--- src/rtl/patgen.sv ---
// ============================================================================
// Module  : patgen
// Purpose : Test-pattern pixel source that follows the display sync generator.
//           It produces DE plus RGB one DCLK after preDE.
// Rev     : 1.0  initial release
// ============================================================================
`default_nettype none

module patgen #(
    parameter int COLW      = 8,
    parameter int GRID_LOG2 = 5
) (
    input  logic            DCLK,
    input  logic            DRST,
    input  logic [1:0]      RESOL,
    input  logic [1:0]      PSEL,
    input  logic            VRSTART,
    input  logic            DSP_HSYNC_X,
    input  logic            DSP_VSYNC_X,
    input  logic            DSP_preDE,
    output logic            DSP_DE,
    output logic [COLW-1:0] DSP_R,
    output logic [COLW-1:0] DSP_G,
    output logic [COLW-1:0] DSP_B
);

    logic [10:0]     hpos;
    logic [10:0]     vpos;
    logic [7:0]      fcnt;
    logic [1:0]      psel_l;
    logic [1:0]      res_l;
    logic            vrst_l;
    logic            vsync_d;
    logic            prede_d;

    logic            frame_start;
    logic            line_end;
    logic            de_next;
    logic [10:0]     hdo;
    logic [10:0]     vdo;
    logic [10:0]     barw;
    logic [10:0]     thr;
    logic [2:0]      bar_idx;
    logic            grid_on;
    logic [COLW-1:0] pix_r;
    logic [COLW-1:0] pix_g;
    logic [COLW-1:0] pix_b;

    // HSYNC is forwarded to the panel outside this block; nothing here needs it.
    logic unused_hsync;
    assign unused_hsync = DSP_HSYNC_X;

    assign frame_start = vsync_d & ~DSP_VSYNC_X;
    assign line_end    = prede_d & ~DSP_preDE;
    assign de_next     = DSP_preDE & vrst_l;

    always_comb begin
        hdo  = 11'd640;
        vdo  = 11'd480;
        barw = 11'd80;
        case (res_l)
            2'd1:    begin hdo = 11'd800;  vdo = 11'd600;  barw = 11'd100; end
            2'd2:    begin hdo = 11'd1024; vdo = 11'd768;  barw = 11'd128; end
            2'd3:    begin hdo = 11'd1280; vdo = 11'd1024; barw = 11'd160; end
            default: begin hdo = 11'd640;  vdo = 11'd480;  barw = 11'd80;  end
        endcase
    end

    // Bar index = number of bar boundaries already passed; saturates at 7 by construction.
    always_comb begin
        bar_idx = 3'd0;
        thr     = barw;
        for (int k = 1; k < 8; k++) begin
            if (hpos >= thr) begin
                bar_idx = bar_idx + 3'd1;
            end
            thr = thr + barw;
        end
    end

    assign grid_on = (hpos[GRID_LOG2-1:0] == '0) || (vpos[GRID_LOG2-1:0] == '0) ||
                     (hpos == hdo - 11'd1)       || (vpos == vdo - 11'd1);

    always_comb begin
        pix_r = '0;
        pix_g = '0;
        pix_b = '0;
        case (psel_l)
            // Bar order white..black maps to inverted index bits: R=~b1, G=~b2, B=~b0.
            2'd0: begin
                pix_r = {COLW{~bar_idx[1]}};
                pix_g = {COLW{~bar_idx[2]}};
                pix_b = {COLW{~bar_idx[0]}};
            end
            2'd1: begin
                pix_r = {COLW{grid_on}};
                pix_g = {COLW{grid_on}};
                pix_b = {COLW{grid_on}};
            end
            2'd2: begin
                pix_r = hpos[COLW-1:0];
                pix_g = hpos[COLW-1:0];
                pix_b = hpos[COLW-1:0];
            end
            default: begin
                pix_r = hpos[COLW-1:0] + COLW'(fcnt);
                pix_g = vpos[COLW-1:0];
                pix_b = COLW'(fcnt);
            end
        endcase
    end

    always_ff @(posedge DCLK) begin
        if (DRST) begin
            hpos    <= '0;
            vpos    <= '0;
            fcnt    <= '0;
            psel_l  <= '0;
            res_l   <= '0;
            vrst_l  <= 1'b0;
            vsync_d <= 1'b1;
            prede_d <= 1'b0;
            DSP_DE  <= 1'b0;
            DSP_R   <= '0;
            DSP_G   <= '0;
            DSP_B   <= '0;
        end else begin
            vsync_d <= DSP_VSYNC_X;
            prede_d <= DSP_preDE;
            hpos    <= DSP_preDE ? hpos + 11'd1 : 11'd0;
            // Mode, resolution and enable only change here, so a frame is never torn.
            if (frame_start) begin
                psel_l <= PSEL;
                res_l  <= RESOL;
                vrst_l <= VRSTART;
                vpos   <= '0;
                fcnt   <= fcnt + 8'd1;
            end else if (line_end) begin
                vpos   <= vpos + 11'd1;
            end
            DSP_DE <= de_next;
            DSP_R  <= de_next ? pix_r : '0;
            DSP_G  <= de_next ? pix_g : '0;
            DSP_B  <= de_next ? pix_b : '0;
        end
    end

endmodule

`default_nettype wire

--- config.mk ---
export PLATFORM = sky130hd
export DESIGN_NAME = patgen
export DESIGN_NICKNAME = d
export VERILOG_FILES = /design/src/rtl/patgen.sv
export SDC_FILE = /design/constraint.sdc
export NUM_CORES = 1
export LEC_CHECK = 0
export BUFFER_PORTS_ARGS = -buffer_cell sky130_fd_sc_hd__buf_2
export CAP_MARGIN = 20
export CORE_UTILIZATION = 40
export CTS_CLUSTER_SIZE = 40
export DETAILED_ROUTE_END_ITERATION = 7
export PLACE_DENSITY_LB_ADDON = 0.2
export SLEW_MARGIN = 0
export SYNTH_ARGS = -nofsm -noshare
export SYNTH_HDL_FRONTEND = slang
export SYNTH_SLANG_ARGS = --single-unit
--- constraint.sdc ---
create_clock -name DCLK -period 12.8 [get_ports DCLK]
set_input_delay 1.28 -clock DCLK [delete_from_list [all_inputs] [get_ports DCLK]]
set_output_delay 1.28 -clock DCLK [all_outputs]
set_load 0.1 [all_outputs]
# Word-level counts from Yosys, hierarchy flattened
# Index checks and enable logic that the tools add are counted.
# totals
ff_bits	62
latch_bits	0
ramBits	0
rom_bits	0
output_inout_bits	25
wordCells	75
mem_count	0
# op_classes
add_sub_neg	18
multipliers	0
div_mod_pow	0
magnitude_cmp	7
n_eq_ne	7
shifts	0
n_mux	13
bitwise	9
n_reduce_logical	9
# ops
op	count
case mux 8 bit (3 select lines)	4
>= comparator 11 bit	7
adder 11 bit	6
case mux 11 bit (3 select lines)	2
adder 11 x 1 -> 11 bit (second input constant)	2
equality test 11 bit	2
subtractor 11 x 1 -> 11 bit (second input constant)	2
adder 3 x 1 -> 3 bit (second input constant)	6
two-way mux 3 bit	6
zero test 5 bit	2
adder 8 x 1 -> 8 bit (second input constant)	1
adder 8 bit	1
equality test 2 bit (second input constant)	3
NOT 1 bit	6
OR reduction 2 bit	3
equality test 2 x 1 -> 1 bit (second input constant)	2
bitwise AND 1 bit	3
logical OR 1 bit	3
zero test 2 bit	1
two-way mux 1 bit	1

# Longest topological paths before layout
# depth
ltp_word	18
depth_mapped	30

# Worst setup path before layout
# No wires, ideal clock.
# synth_path
path_kind	reg-to-reg
startpoint	register res_l[1]
endpoint	register DSP_R[7]
setup_time_ps	74
t_arrival_ps	5230
path_slack_ps	7496
path_stages_with_launch	28
n_path_buf	1
synth_period_minus_slack_ps	5304
cell_sequence	dfxtp_1 inv_1 ha_1 clkbuf_1 inv_1 ha_1 o31ai_1 nand2b_1 a21oi_1 o22ai_1 nand2_1 o41ai_1 a2111o_1 inv_1 ha_1 xnor2_2 ha_1 a21boi_1 o32ai_1 xnor2_1 nor2_1 nor2_1 ha_1 nand2_1 o31ai_1 ha_1 or2_0 a31oi_1
# synth_between
elab_chain_len	18
elab_cells_between_ends	40
classes_between	add/sub (14); order compare (7); eq/ne (5); mux (11); bitwise (1); reduce/logical (2)
# synth_rtl
item	line	text
from (decl)	31	logic [1:0] res_l;
from (signal assigned)	119	res_l <= '0;
from (signal assigned)	134	res_l <= RESOL;
branches (longest 17 deep; another with adder 11 bit)	-	
case mux 8 bit (3 select lines) *	88	case (psel_l)
to (signal assigned)	142	DSP_R <= de_next ? pix_r : '0;
to (decl)	22	output logic [COLW-1:0] DSP_R,
# Every way passes the cells marked *.
# A chain may end at the register's enable or synchronous reset.

# Worst setup path after layout
# layout_path
startpoint	register res_l[1]
endpoint	register DSP_R[4]
# The elaborated chain is that of the path after synthesis.

==> tab_implementation.tex <==
\begin{tabular}{lr}
\hline
Metric & Value \\
\hline
\multicolumn{2}{l}{\textbf{Flow run}} \\
Max Cap Violations & 0 \\
\multicolumn{2}{l}{\textbf{Timing}} \\
Final critical delay including setup and external delays & 6.17 ns \\
Number of hold violations in the final report & 0 \\
Max-slew headroom at the worst pin & between 40\% and 50\% \\
Max frequency & between 150 and 200 MHz \\
Clock skew & 0.00489 ns \\
Final cycle utilization of the critical path & 48.2\% \\
Number of slew-limit violations in the final report & 0 \\
Setup-failing EPs final & 0 \\
Final TNS setup & 0 ns \\
Slew @ Worst Pin & around 0.77 ns \\
RSZ-0062 raised after global routing & false \\
\multicolumn{2}{l}{\textbf{Cells and area}} \\
Fraction of layout instances using a drive strength above 1 & 14.3\% \\
Antenna fix cells & 0 \\
Final instance count without filler cells & between 700 and 800 \\
Area delta synth->final & 10.8\% \\
Finished Core Util & 46.2\% \\
Commonest non-fill, non-tap cell in the layout & ha\_1 \\
Layout net count & 636 \\
Leading cell types in the layout, fill and taps excluded & ha\_1 (63), dfxtp\_1 (62), o21ai\_0 (51), nand2\_1 (46), nor2\_1 (43) \\
Post-route cell area & 0.00507 sq mm \\
\multicolumn{2}{l}{\textbf{Synth}} \\
Primary FF master, synth & dfxtp\_1 \\
Syn nets & 611 \\
Fraction of synthesized cell area in xor and xnor cells & 9.21\% \\
Mux contribution to synthesized area & 0.656\% \\
Share of synthesized area occupied by flip-flops and latches & 27.1\% \\
Number of warning messages in the yosys log & 0 \\
Mapped Cells & 537 \\
Post-synthesis adder-cell area fraction & $\sim$18\% \\
Netlist cell types & 68 \\
Flip-flop and latch count after synthesis & 62 \\
Cell area after synthesis & 0.00458 sq mm \\
Number of synthesized flops with an enable pin & 0 \\
Fraction of the mapped netlist area in compound gates & 22.9\% \\
Syn avg cell area & 8.53 sq um \\
Proportion of register bits with asynchronous set or reset after synthesis & 0\% \\
Main combinational cell family by area after synthesis & compound AO/OA/AOI/OAI gates \\
Simple-Gate Fraction of Synth Area & 17.3\% \\
\multicolumn{2}{l}{\textbf{GRT}} \\
Pin count of the biggest net entering global routing & 26 \\
Global Route met2 Usage & 34.3\% \\
Wire length of the first global-routing pass & about 19 mm \\
GRT Residual Overflow & 0 \\
Via count of the first global-routing pass & 3890 \\
Layer carrying the most global-route usage & met2 \\
Met1 layer usage reported by global route & 28.1\% \\
Met3 Usage GRT & 4.72\% \\
Initial antenna violation count & 0 \\
All-Layer GR Usage & between 20\% and 30\% \\
\multicolumn{2}{l}{\textbf{Routing}} \\
Remaining antenna violation count & 0 \\
Count of TritonRoute iterations in the first routing pass & 5 \\
Total Wirelength & 11.8 mm \\
Drt via density & 5.59 \\
Detailed-route via count & $\sim$4000 \\
Average routed wire per standard cell & 16.6 microns \\
Count of routing violations after the opening detailed-route iteration & 211 \\
Total DRC errors in the routed layout & 0 \\
\multicolumn{2}{l}{\textbf{Hold path}} \\
Cell depth of the worst min-delay path & 2 \\
Worst min-delay path startpoint & vrst\_l \\
Worst-case hold path end point & vrst\_l \\
Worst hold path type & reg2reg \\
\multicolumn{2}{l}{\textbf{CTS}} \\
Register clock-pin slew on the reported worst setup and hold paths & 0.05 ns \\
Number of buffers created by CTS & 9 \\
Post-CTS Hold Fix Bufs & 0 \\
Post-CTS setup buffer count & 0 \\
Buffer levels on the longest clock path & 2 \\
CTS H-tree lvls & 3 \\
CTS tree & done \\
Post-cts resize count & 0 \\
Clock sink total & slightly above 60 \\
CTS root buffer & clkbuf\_16 \\
Clock network latency to the later pin of the worst-skew pair & 0.33 ns \\
\multicolumn{2}{l}{\textbf{Setup path}} \\
Signal arrival time at the worst endpoint & 6.41 ns \\
Category of the critical setup timing path & reg2reg \\
Origin of the critical flop-to-flop path & res\_l[1] \\
Sort of element at the end of the critical path & flip-flop \\
Number of cells on the worst reg-to-reg path & 26 \\
Data required time at the worst endpoint & around 13 ns \\
Crit start category & flip-flop \\
Slack of the worst reg-to-reg path & between 6 and 7 ns \\
Reg-to-reg endpoint & DSP\_R[4] \\
Maximum fanout count along the critical path & 9 \\
\multicolumn{2}{l}{\textbf{Die}} \\
Num ports & 35 \\
DIE WIDTH & 109 microns \\
Number of placement rows & 38 \\
Initial Util & about two fifths \\
Core region area & between 0.01 and 0.015 sq mm \\
Chip height & 109 microns \\
Area of the die & 0.0119 sq mm \\
\multicolumn{2}{l}{\textbf{Pwr}} \\
Maximum vdd drop & $\sim$0.060 mV \\
Power density of the placed cells & 98.8 mW/mm\^{}2 \\
Leakage component of the power & 2.27 nW \\
\multicolumn{2}{l}{\textbf{Placed design}} \\
Cell Area, Placed & 0.00479 sq mm \\
Global placer's final weighted congestion & 0.877 \\
Post-detailed-placement half-perimeter wirelength & 8.79 mm \\
\# port buffers & 33 \\
Cell Count Post-Placement & approximately 690 \\
\multicolumn{2}{l}{\textbf{Run status}} \\
Result of the run & finished clean \\
\hline
\end{tabular}
cells by family (layout without fill, tap and decap cells):
kind of cell	after synthesis	after routing
xor+xnor	44	44
buf+inv	46	76
compound gates	158	158
simple gates	161	161
mux	2	2
fa+ha+maj	64	64
flops	62	62
cell type report:
type,count,area [sq um]
Inverter,26,97.6
Clock inverter,3,17.5
Timing Repair Buffer,34,173
Sequential cell,62,1240
Fill cell,1089,5910
Clock buffer,13,270
Tap cell,140,175
Multi-Input combinational cell,429,3100
critical path: stages (launching register included):
cell	delay, ns
dfxtp_1	0.37
inv_1	0.14
ha_1	0.44
inv_1	0.23
ha_1	0.40
o31ai_1	0.27
nand2b_1	0.08
a21oi_1	0.24
o22ai_1	0.11
nand2_1	0.08
o41ai_1	0.08
a2111o_1	0.48
inv_1	0.09
ha_1	0.32
xnor2_2	0.28
ha_1	0.30
a21boi_1	0.15
o32ai_1	0.28
xnor2_1	0.10
nor2_1	0.22
nor2_1	0.07
ha_1	0.31
nand2_1	0.10
o31ai_1	0.10
ha_1	0.33
or2_0	0.31
a31oi_1	0.21
Yosys cell counts, types with 7 or more instances:
cell / number / area [sq um]
a21o_1: 8 / 60.1
a21oi_1: 41 / 205
a31oi_1: 12 / 75.1
and3_1: 9 / 56.3
clkbuf_1: 10 / 37.5
dfxtp_1: 62 / 1240
ha_1: 63 / 788
inv_1: 26 / 97.6
nand2_1: 46 / 173
nand3_1: 10 / 50.1
nand4_1: 9 / 56.3
nor2_1: 43 / 161
o21ai_0: 51 / 255
o21ai_2: 9 / 78.8
or3_1: 7 / 43.8
xnor2_1: 15 / 131
xor2_1: 25 / 219
per-stage QoR:
step | setup slack (ns) | total power, W | hold slack, ns
detailed placement | 6.67 | 0.000274 | 0.470
CTS | 6.65 | 0.000505 | 0.478
global placement | 6.78 | 0.000273 | 0.468
finish | 6.63 | 0.000501 | 0.479
global route | 6.23 | 0.000521 | 0.496
floorplan | 7.50 | 0.000259 | 0.426
flip-flops by register name, summed over array words and instances, names as in the netlist:
signal	cells
DSP_B	8
DSP_DE	1
DSP_G	8
DSP_R	8
fcnt	8
hpos	11
prede_d	1
psel_l	2
res_l	2
vpos	11
vrst_l	1
vsync_d	1
layer usage:
layer | wire length (microns) | vias up
li1 | - | 1975
met1 | 5610 | 1867
met5 | 0 | -
met4 | 127 | 0
met3 | 616 | 12
met2 | 5420 | 98
report_power, final:
part	internal [W]	switching, W
sequential	0.000197	0.00000469
combinational	0.0000219	0.0000470
clock	0.000146	0.0000845
total	0.000365	0.000136
worst max path at each step:
stage	end	slack, ns	startpoint
after CTS	DSP_R[5]	6.65	res_l[1]
after global routing	DSP_G[1]	6.23	res_l[1]
after global placement	DSP_R[2]	6.78	res_l[1]
after detailed placement	DSP_R[5]	6.67	res_l[1]
final	DSP_R[4]	6.63	res_l[1]
after floorplan	DSP_R[7]	7.50	res_l[1]
No activity file was read; power rests on OpenSTA's default activity.
